$ cat config.mk
export PLATFORM = sky130hd
export DESIGN_NAME = booth_product_accumulator_flat
export DESIGN_NICKNAME = d
export VERILOG_FILES = /design/src/rtl/booth_product_accumulator_if.sv /design/src/rtl/booth_product_accumulator.sv /design/src/flat_wrapper.sv
export SDC_FILE = /design/constraint.sdc
export NUM_CORES = 1
export LEC_CHECK = 0
export BUFFER_PORTS_ARGS = -buffer_cell sky130_fd_sc_hd__buf_2
export CAP_MARGIN = 25
export CORE_AREA = 2 2 65 67
export CTS_CLUSTER_DIAMETER = 30
export DETAILED_ROUTE_END_ITERATION = 7
export DIE_AREA = 0 0 67 69
export PLACE_DENSITY_LB_ADDON = 0.08
export SYNTH_ARGS = -nofsm -noshare
export SYNTH_HDL_FRONTEND = slang
export SYNTH_SLANG_ARGS = --single-unit
$ cat constraint.sdc
create_clock -name clk -period 2.9 [get_ports clk]
set_clock_uncertainty 0.2 [all_clocks]
set_input_delay 0.29 -clock clk [delete_from_list [all_inputs] [get_ports clk]]
set_output_delay 0.29 -clock clk [all_outputs]
set_load 0.01 [all_outputs]
$ cat src/rtl/booth_product_accumulator_if.sv
// Handshake bundle between the Booth multiplier, the product accumulator and the result consumer.
// The master side drives products and result acceptance; the slave side is the accumulator.
interface booth_product_accumulator_if #(
    parameter int N     = 4,
    parameter int LEN   = 4,
    parameter int ACC_W = 2 * N + 4
);
    localparam int CNT_W = $clog2(LEN + 1);

    logic [2*N-1:0]   prod_in;
    logic             prod_valid;
    logic             prod_ready;
    logic             clear;
    logic [ACC_W-1:0] acc_out;
    logic             ovf;
    logic             acc_valid;
    logic             acc_ready;
    logic [CNT_W-1:0] count;

    modport master (
        output prod_in, prod_valid, clear, acc_ready,
        input  prod_ready, acc_out, ovf, acc_valid, count
    );

    modport slave (
        input  prod_in, prod_valid, clear, acc_ready,
        output prod_ready, acc_out, ovf, acc_valid, count
    );
endinterface

$ cat src/rtl/booth_product_accumulator.sv
// Accumulates LEN signed Booth products into one saturating dot-product result,
// then holds the result on a valid/ready port until the consumer takes it.
module booth_product_accumulator #(
    parameter int N     = 4,
    parameter int LEN   = 4,
    parameter int ACC_W = 2 * N + 4
) (
    input  logic clk,
    input  logic rst,
    booth_product_accumulator_if.slave bus
);
    localparam int CNT_W = $clog2(LEN + 1);

    typedef enum logic [0:0] {
        ST_ACCUM = 1'b0,
        ST_HOLD  = 1'b1
    } state_e;

    state_e           state_q, state_d;
    logic [ACC_W-1:0] acc_q, acc_d;
    logic [ACC_W-1:0] acc_out_q, acc_out_d;
    logic             sticky_q, sticky_d;
    logic             ovf_q, ovf_d;
    logic [CNT_W-1:0] count_q, count_d;

    logic [ACC_W-1:0] sat_sum_s;
    logic             clamp_s;
    logic             last_s;

    // Returns {clamped, saturated sum}; the extra top bit of the sum exposes signed overflow.
    function automatic logic [ACC_W:0] sat_add(input logic [ACC_W-1:0] a, input logic [2*N-1:0] p);
        logic [ACC_W:0] sum;
        logic [ACC_W:0] ret;
        sum = {a[ACC_W-1], a} + {{(ACC_W + 1 - 2 * N){p[2*N-1]}}, p};
        if (sum[ACC_W] != sum[ACC_W-1]) begin
            if (sum[ACC_W]) begin
                ret = {1'b1, 1'b1, {(ACC_W - 1){1'b0}}};
            end else begin
                ret = {1'b1, 1'b0, {(ACC_W - 1){1'b1}}};
            end
        end else begin
            ret = {1'b0, sum[ACC_W-1:0]};
        end
        return ret;
    endfunction

    assign {clamp_s, sat_sum_s} = sat_add(acc_q, bus.prod_in);
    assign last_s = (count_q == CNT_W'(LEN - 1));

    assign bus.prod_ready = (state_q == ST_ACCUM);
    assign bus.acc_valid  = (state_q == ST_HOLD);
    assign bus.acc_out    = acc_out_q;
    assign bus.ovf        = ovf_q;
    assign bus.count      = count_q;

    // Next-state logic: clear wins over both accepting a product and the result handshake.
    always_comb begin
        state_d   = state_q;
        acc_d     = acc_q;
        acc_out_d = acc_out_q;
        sticky_d  = sticky_q;
        ovf_d     = ovf_q;
        count_d   = count_q;
        if (bus.clear) begin
            state_d  = ST_ACCUM;
            acc_d    = {ACC_W{1'b0}};
            sticky_d = 1'b0;
            count_d  = {CNT_W{1'b0}};
        end else begin
            case (state_q)
                ST_ACCUM: begin
                    if (bus.prod_valid) begin
                        acc_d    = sat_sum_s;
                        sticky_d = sticky_q | clamp_s;
                        if (last_s) begin
                            acc_out_d = sat_sum_s;
                            ovf_d     = sticky_q | clamp_s;
                            count_d   = {CNT_W{1'b0}};
                            state_d   = ST_HOLD;
                        end else begin
                            count_d = count_q + CNT_W'(1);
                        end
                    end else begin
                        acc_d = acc_q;
                    end
                end
                ST_HOLD: begin
                    if (bus.acc_ready) begin
                        acc_d    = {ACC_W{1'b0}};
                        sticky_d = 1'b0;
                        state_d  = ST_ACCUM;
                    end else begin
                        state_d = ST_HOLD;
                    end
                end
                default: begin
                    state_d = ST_ACCUM;
                end
            endcase
        end
    end

    // State and datapath registers.
    always_ff @(posedge clk or posedge rst) begin
        if (rst) begin
            state_q   <= ST_ACCUM;
            acc_q     <= {ACC_W{1'b0}};
            acc_out_q <= {ACC_W{1'b0}};
            sticky_q  <= 1'b0;
            ovf_q     <= 1'b0;
            count_q   <= {CNT_W{1'b0}};
        end else begin
            state_q   <= state_d;
            acc_q     <= acc_d;
            acc_out_q <= acc_out_d;
            sticky_q  <= sticky_d;
            ovf_q     <= ovf_d;
            count_q   <= count_d;
        end
    end
endmodule

$ cat src/flat_wrapper.sv
// flat-port wrapper written by rule: the top's interface ports become plain ports
module booth_product_accumulator_flat 
#(
    parameter int N     = 4,
    parameter int LEN   = 4,
    parameter int ACC_W = 2 * N + 4
)
  (clk, rst, bus_prod_in, bus_prod_valid, bus_clear, bus_acc_ready, bus_prod_ready, bus_acc_out, bus_ovf, bus_acc_valid, bus_count);
  booth_product_accumulator_if #(.N(N), .LEN(LEN), .ACC_W(ACC_W)) bus_i ();
  input  logic clk;
  input  logic rst;
  input wire logic [$bits(bus_i.prod_in)-1:0] bus_prod_in;
  input wire logic [$bits(bus_i.prod_valid)-1:0] bus_prod_valid;
  input wire logic [$bits(bus_i.clear)-1:0] bus_clear;
  input wire logic [$bits(bus_i.acc_ready)-1:0] bus_acc_ready;
  output wire logic [$bits(bus_i.prod_ready)-1:0] bus_prod_ready;
  output wire logic [$bits(bus_i.acc_out)-1:0] bus_acc_out;
  output wire logic [$bits(bus_i.ovf)-1:0] bus_ovf;
  output wire logic [$bits(bus_i.acc_valid)-1:0] bus_acc_valid;
  output wire logic [$bits(bus_i.count)-1:0] bus_count;
  assign bus_i.prod_in = bus_prod_in;
  assign bus_i.prod_valid = bus_prod_valid;
  assign bus_i.clear = bus_clear;
  assign bus_i.acc_ready = bus_acc_ready;
  assign bus_prod_ready = bus_i.prod_ready;
  assign bus_acc_out = bus_i.acc_out;
  assign bus_ovf = bus_i.ovf;
  assign bus_acc_valid = bus_i.acc_valid;
  assign bus_count = bus_i.count;
  booth_product_accumulator #(.N(N), .LEN(LEN), .ACC_W(ACC_W)) u_core (.clk(clk), .rst(rst), .bus(bus_i));
endmodule
After elaboration in Yosys (flattened, before gate mapping):

Cells that the tools add are included.

* register bits after elaboration: 30
* input bits: 13

* $add $sub $neg: 2
* equality and inequality tests: 5
* bitwise logic cells: 3
* reduce and logical (&&, ||, !) cells: 4
* muxes and demuxes: 19

Operator list (count)
* 2-to-1 mux 12 bit: 4
* case mux 12 bit (2 select lines): 1
* adder 12 x 8 -> 13 bit: 1
* 2-to-1 mux 13 bit: 1
* 2-to-1 mux 3 bit: 4
* 2-to-1 mux 1 bit: 7
* != test 3 bit (second input constant): 2
* case mux 1 bit (2 select lines): 2
* AND reduction 2 bit: 2
* AND reduction 4 bit: 1
* adder 3 x 1 -> 3 bit (second input constant): 1
* equality test 3 x 2 -> 1 bit (second input constant): 1
* != test 2 bit (second input constant): 1
* inverter 1 bit: 2
* nonzero test 2 bit: 1
* != test 1 bit: 1
* OR 1 bit: 1

Longest topological paths before layout:

* depth in word-level cells: 7
* depth in mapped cells: 11
* gate-level depth less buffers: 10

Least setup slack after synthesis:

Ideal clock, no wire load.

* path kind: register to register
* start: register u_core.acc_q[0]
* end: register u_core.acc_out_q[0], in the netlist u_core.bus.acc_out[0]
* library setup time: 64 ps
* data arrival time: 2449 ps
* cell stages (with the launch flop): 12
* slack: 187 ps
* data required time: 2636 ps
* buffers on the path: 1
* period minus slack after synthesis: 2713 ps
* cells stage by stage: dfrtp_1 -> ha_1 -> inv_1 -> fa_1 -> nor2b_1 -> o31a_1 -> o211ai_1 -> and2_4 -> o32ai_1 -> clkbuf_8 -> maj3_2 -> mux2_2

* cells in the longest elaborated chain, start to end: 3
* elaborated cells on any way between the ends: 4

Ends and longest elaborated chain
* start, declared: line booth_product_accumulator.sv:20 `logic [ACC_W-1:0] acc_q, acc_d;`
* start signal, assigned: line booth_product_accumulator.sv:107 `acc_q <= {ACC_W{1'b0}};`
* adder 12 x 8 -> 13 bit *: line booth_product_accumulator.sv:34 `sum = {a[ACC_W-1], a} + {{(ACC_W + 1 - 2 * N){p[2*N-1]}}, p};`
* 2-to-1 mux 12 bit or != test 1 bit (tied branches): line booth_product_accumulator.sv:36, booth_product_accumulator.sv:35
* 2-to-1 mux 13 bit *: line booth_product_accumulator.sv:35 `if (sum[ACC_W] != sum[ACC_W-1]) begin`
* end signal, assigned: line booth_product_accumulator.sv:108 `acc_out_q <= {ACC_W{1'b0}};`
* end signal, assigned: line booth_product_accumulator.sv:115 `acc_out_q <= acc_out_d;`
* end, declared: line booth_product_accumulator.sv:21 `logic [ACC_W-1:0] acc_out_q, acc_out_d;`

Mark *: on every way between the ends. The rest lies on a longest branch, timed or not.
A chain may end at the register's enable or synchronous reset.

Final worst setup path:

* start: register u_core.acc_q[0]
* end: register u_core.acc_out_q[7], in the netlist u_core.bus.acc_out[7]

Same word-level chain as after synthesis.

==> impl_metrics.ini <==
[run_status]
outcome = finished, final reports clean

[synthesis]
synth_seq_cells = 30
avgSynthCellArea_um2 = 9.57
synth_flop_cell = dfrtp_1
synth_edf_count = 0
synth.net_count = 225
synth_cells = 198
yosysUniqueCellTypes = 49
synthArstFlopShare_pct = 100
yosysWarnings = 0
synth_area_um2 = 1890
synth-seq-area-share_pct = 39.6

[floorplan]
die_h_um = 69
core_um2 = 3910
fp.dieArea_um2 = 4620
die_width_um = 67
start_util_pct = 48.4
ioPinCount = 31
rows = 23

[sta]
rsz0062_at_grt = true
clock.fmax_mhz = 356
fin_crit_sh_pct = 96.8
hold_slack_ns = 0.0321
worstMarginPinSlew_ns = 0.878
setup_slack_ns = 0.0941
setup_viol = 0
slew_headroom_pct = 41.3
finalHoldViolCount = 0
fin_setup_tns_ns = 0
period_minus_slack_ns = 2.81
maxSlewViolCount = 0

[critical_path]
critPathRequiredTime_ns = 2.87
r2r-start = u_core.acc_q[0]
r2r_slack_ns = 0.09
startpoint_type = flop
crit_arrival_ns = 2.77
worstSetupPathType = flop to flop
endpoint_kind = flop
crit_path_start = u_core.acc_q[0]
reg2reg_depth = 11
r2r-end = u_core.bus.acc_out[7]
critPathMaxFanout = 6

[global_route]
track_usage_pct = 21.4
grt_max_degree = 31
globalRoute.busiestLayer = met2
met1_usage_pct = 30.4
gr-total-overflow = 0
antenna_found_initial = 0
grt_pass1_vias = 1576
met2_usage_pct = 32.3
grt_use_met3_pct = 4.24
grt_pass1_wl_mm = 7.53

[final_layout]
drive_gt1_share_pct = 29.3
stdcell_count = 289
fin_area_um2 = 2280
final_core_util_pct = 58.4
final_nets = 265
syn_to_final_growth_pct = 20.6
final_cell_mix = buf_2 (30), dfrtp_1 (30), nand2_1 (23), nor2_1 (17), a21oi_1 (14)
antennaDiodeCount = 0

[clock_network]
cts.sinks = 30
htreeDepth = 2
clkTransAtPathRegs_ns = 0.06
cts_tree = yes
numCtsBuffers = 5
worstSkewPairLatency_ns = 0.28
root_buffer = clkbuf_8
cts_max_path_buffers = 2

[placement]
numPlacedInstances = 277
preCtsSetupSlack_ns = -0.0754
dpl.hpwl_mm = 3.39
dpl_cell_area_um2 = 2100
numPortBuffers = 30
gp_congestion = 0.989

[power_and_ir_drop]
p_per_area_nw_per_um2 = 960
power.leakage_nw = 1.10
max-vdd-ir-drop_mv = 0.504
finalPower_mw = 2.19

[worst_hold_path]
hold_depth = 2
hold_path_end = u_core.bus.count[1]
hold_class = input pin to flop
hold_start = bus_clear

[route]
wl_per_cell_um = 15.4
dr.first_iter.drc_count = 59
drt_pass1_iterations = 4
drc = 0
antenna_left = 0
vias_per_cell = 5.54
vias = 1600
routed_wl_mm = 4.44

[job]
maxCapViolations = 0
[kinds of logic (layout without fill, tap and decap cells)]
| group | after synthesis | count (layout) | share of synthesized area [%] |
|---|---|---|---|
| AO/OA/AOI/OAI | 65 | 65 | 24.0 |
| XOR/XNOR | 8 | 8 | 3.70 |
| adder cells (fa/ha/maj) | 20 | 20 | 12.9 |
| buffers and inverters | 14 | 55 | 3.70 |
| flip-flops | 30 | 30 | 39.6 |
| multiplexers | 2 | 2 | 1.19 |
| AND/OR/NAND/NOR | 59 | 59 | 14.9 |
[registers in the layout, summed over array words and instances (netlist names)]
signal	flops
u_core.bus.acc_out	12
u_core.bus.acc_valid	1
u_core.bus.ovf	1
u_core.sticky_q	1
u_core.bus.count	3
u_core.acc_q	12
[worst max path at each step]
stage	cells after the start	slack, ns	endpoint
3_3_place_gp	12	-0.05	u_core.acc_q[2]
5_1_grt	10	-0.05	u_core.acc_q[8]
3_5_place_dp	12	-0.08	u_core.acc_q[4]
2_1_floorplan	11	0.19	u_core.bus.acc_out[0]
4_1_cts	10	0.04	u_core.bus.acc_out[9]
6_report	11	0.09	u_core.bus.acc_out[7]
[critical path: stages (launching register included)]
cell	delay [ns]
dfrtp_1	0.39
ha_2	0.18
inv_2	0.06
fa_2	0.21
nor2b_2	0.05
o31a_1	0.30
o211ai_1	0.22
and2_4	0.21
o32ai_2	0.11
buf_4	0.19
maj3_2	0.30
mux2_2	0.27
[cell usage after synthesis (3+ instances only)]
cell / number / area (um2)
nand3_1: 3 / 15.0
o21ai_1: 9 / 45.0
o21ai_0: 8 / 40.0
nor2b_1: 5 / 31.3
a21oi_1: 14 / 70.1
ha_1: 13 / 163
xnor2_1: 4 / 35.0
o211ai_1: 6 / 45.0
inv_1: 8 / 30.0
nand2_1: 23 / 86.3
xor2_1: 4 / 35.0
clkbuf_1: 3 / 11.3
a21o_1: 5 / 37.5
maj3_1: 4 / 40.0
nor2_1: 17 / 63.8
dfrtp_1: 30 / 751
nand2b_1: 5 / 31.3
[power breakdown]
group	leakage (nW)	internal (mW)	switching, mW
clock	0.0482	0.191	0.154
sequential	0.398	0.544	0.0785
combinational	0.652	0.535	0.691
[layer usage]
metal,routed length [um],share of wire [%]
met1,2180,49
met3,166,3.7
met5,0,0
met4,85,1.9
met2,2010,45
[cell type report]
| type | instances | area (um2) |
|---|---|---|
| multi-input combinational | 154 | 1130 |
| timing repair buffer | 39 | 220 |
| tap | 50 | 62.6 |
| inverter | 8 | 30.0 |
| clock buffer | 7 | 86.3 |
| sequential | 30 | 751 |
| clock inverter | 1 | 5.00 |
| fill | 357 | 1630 |
[repair_timing]
item | CTS | global route
setup buffers | 0 | 3
hold buffers | 1 | 0
pin swaps | 0 | 5
resized for setup | 2 | 9
hold endpoints to repair | 30 | 0
setup endpoints to repair | 17 | 24
No activity file was read; power rests on OpenSTA's default activity.
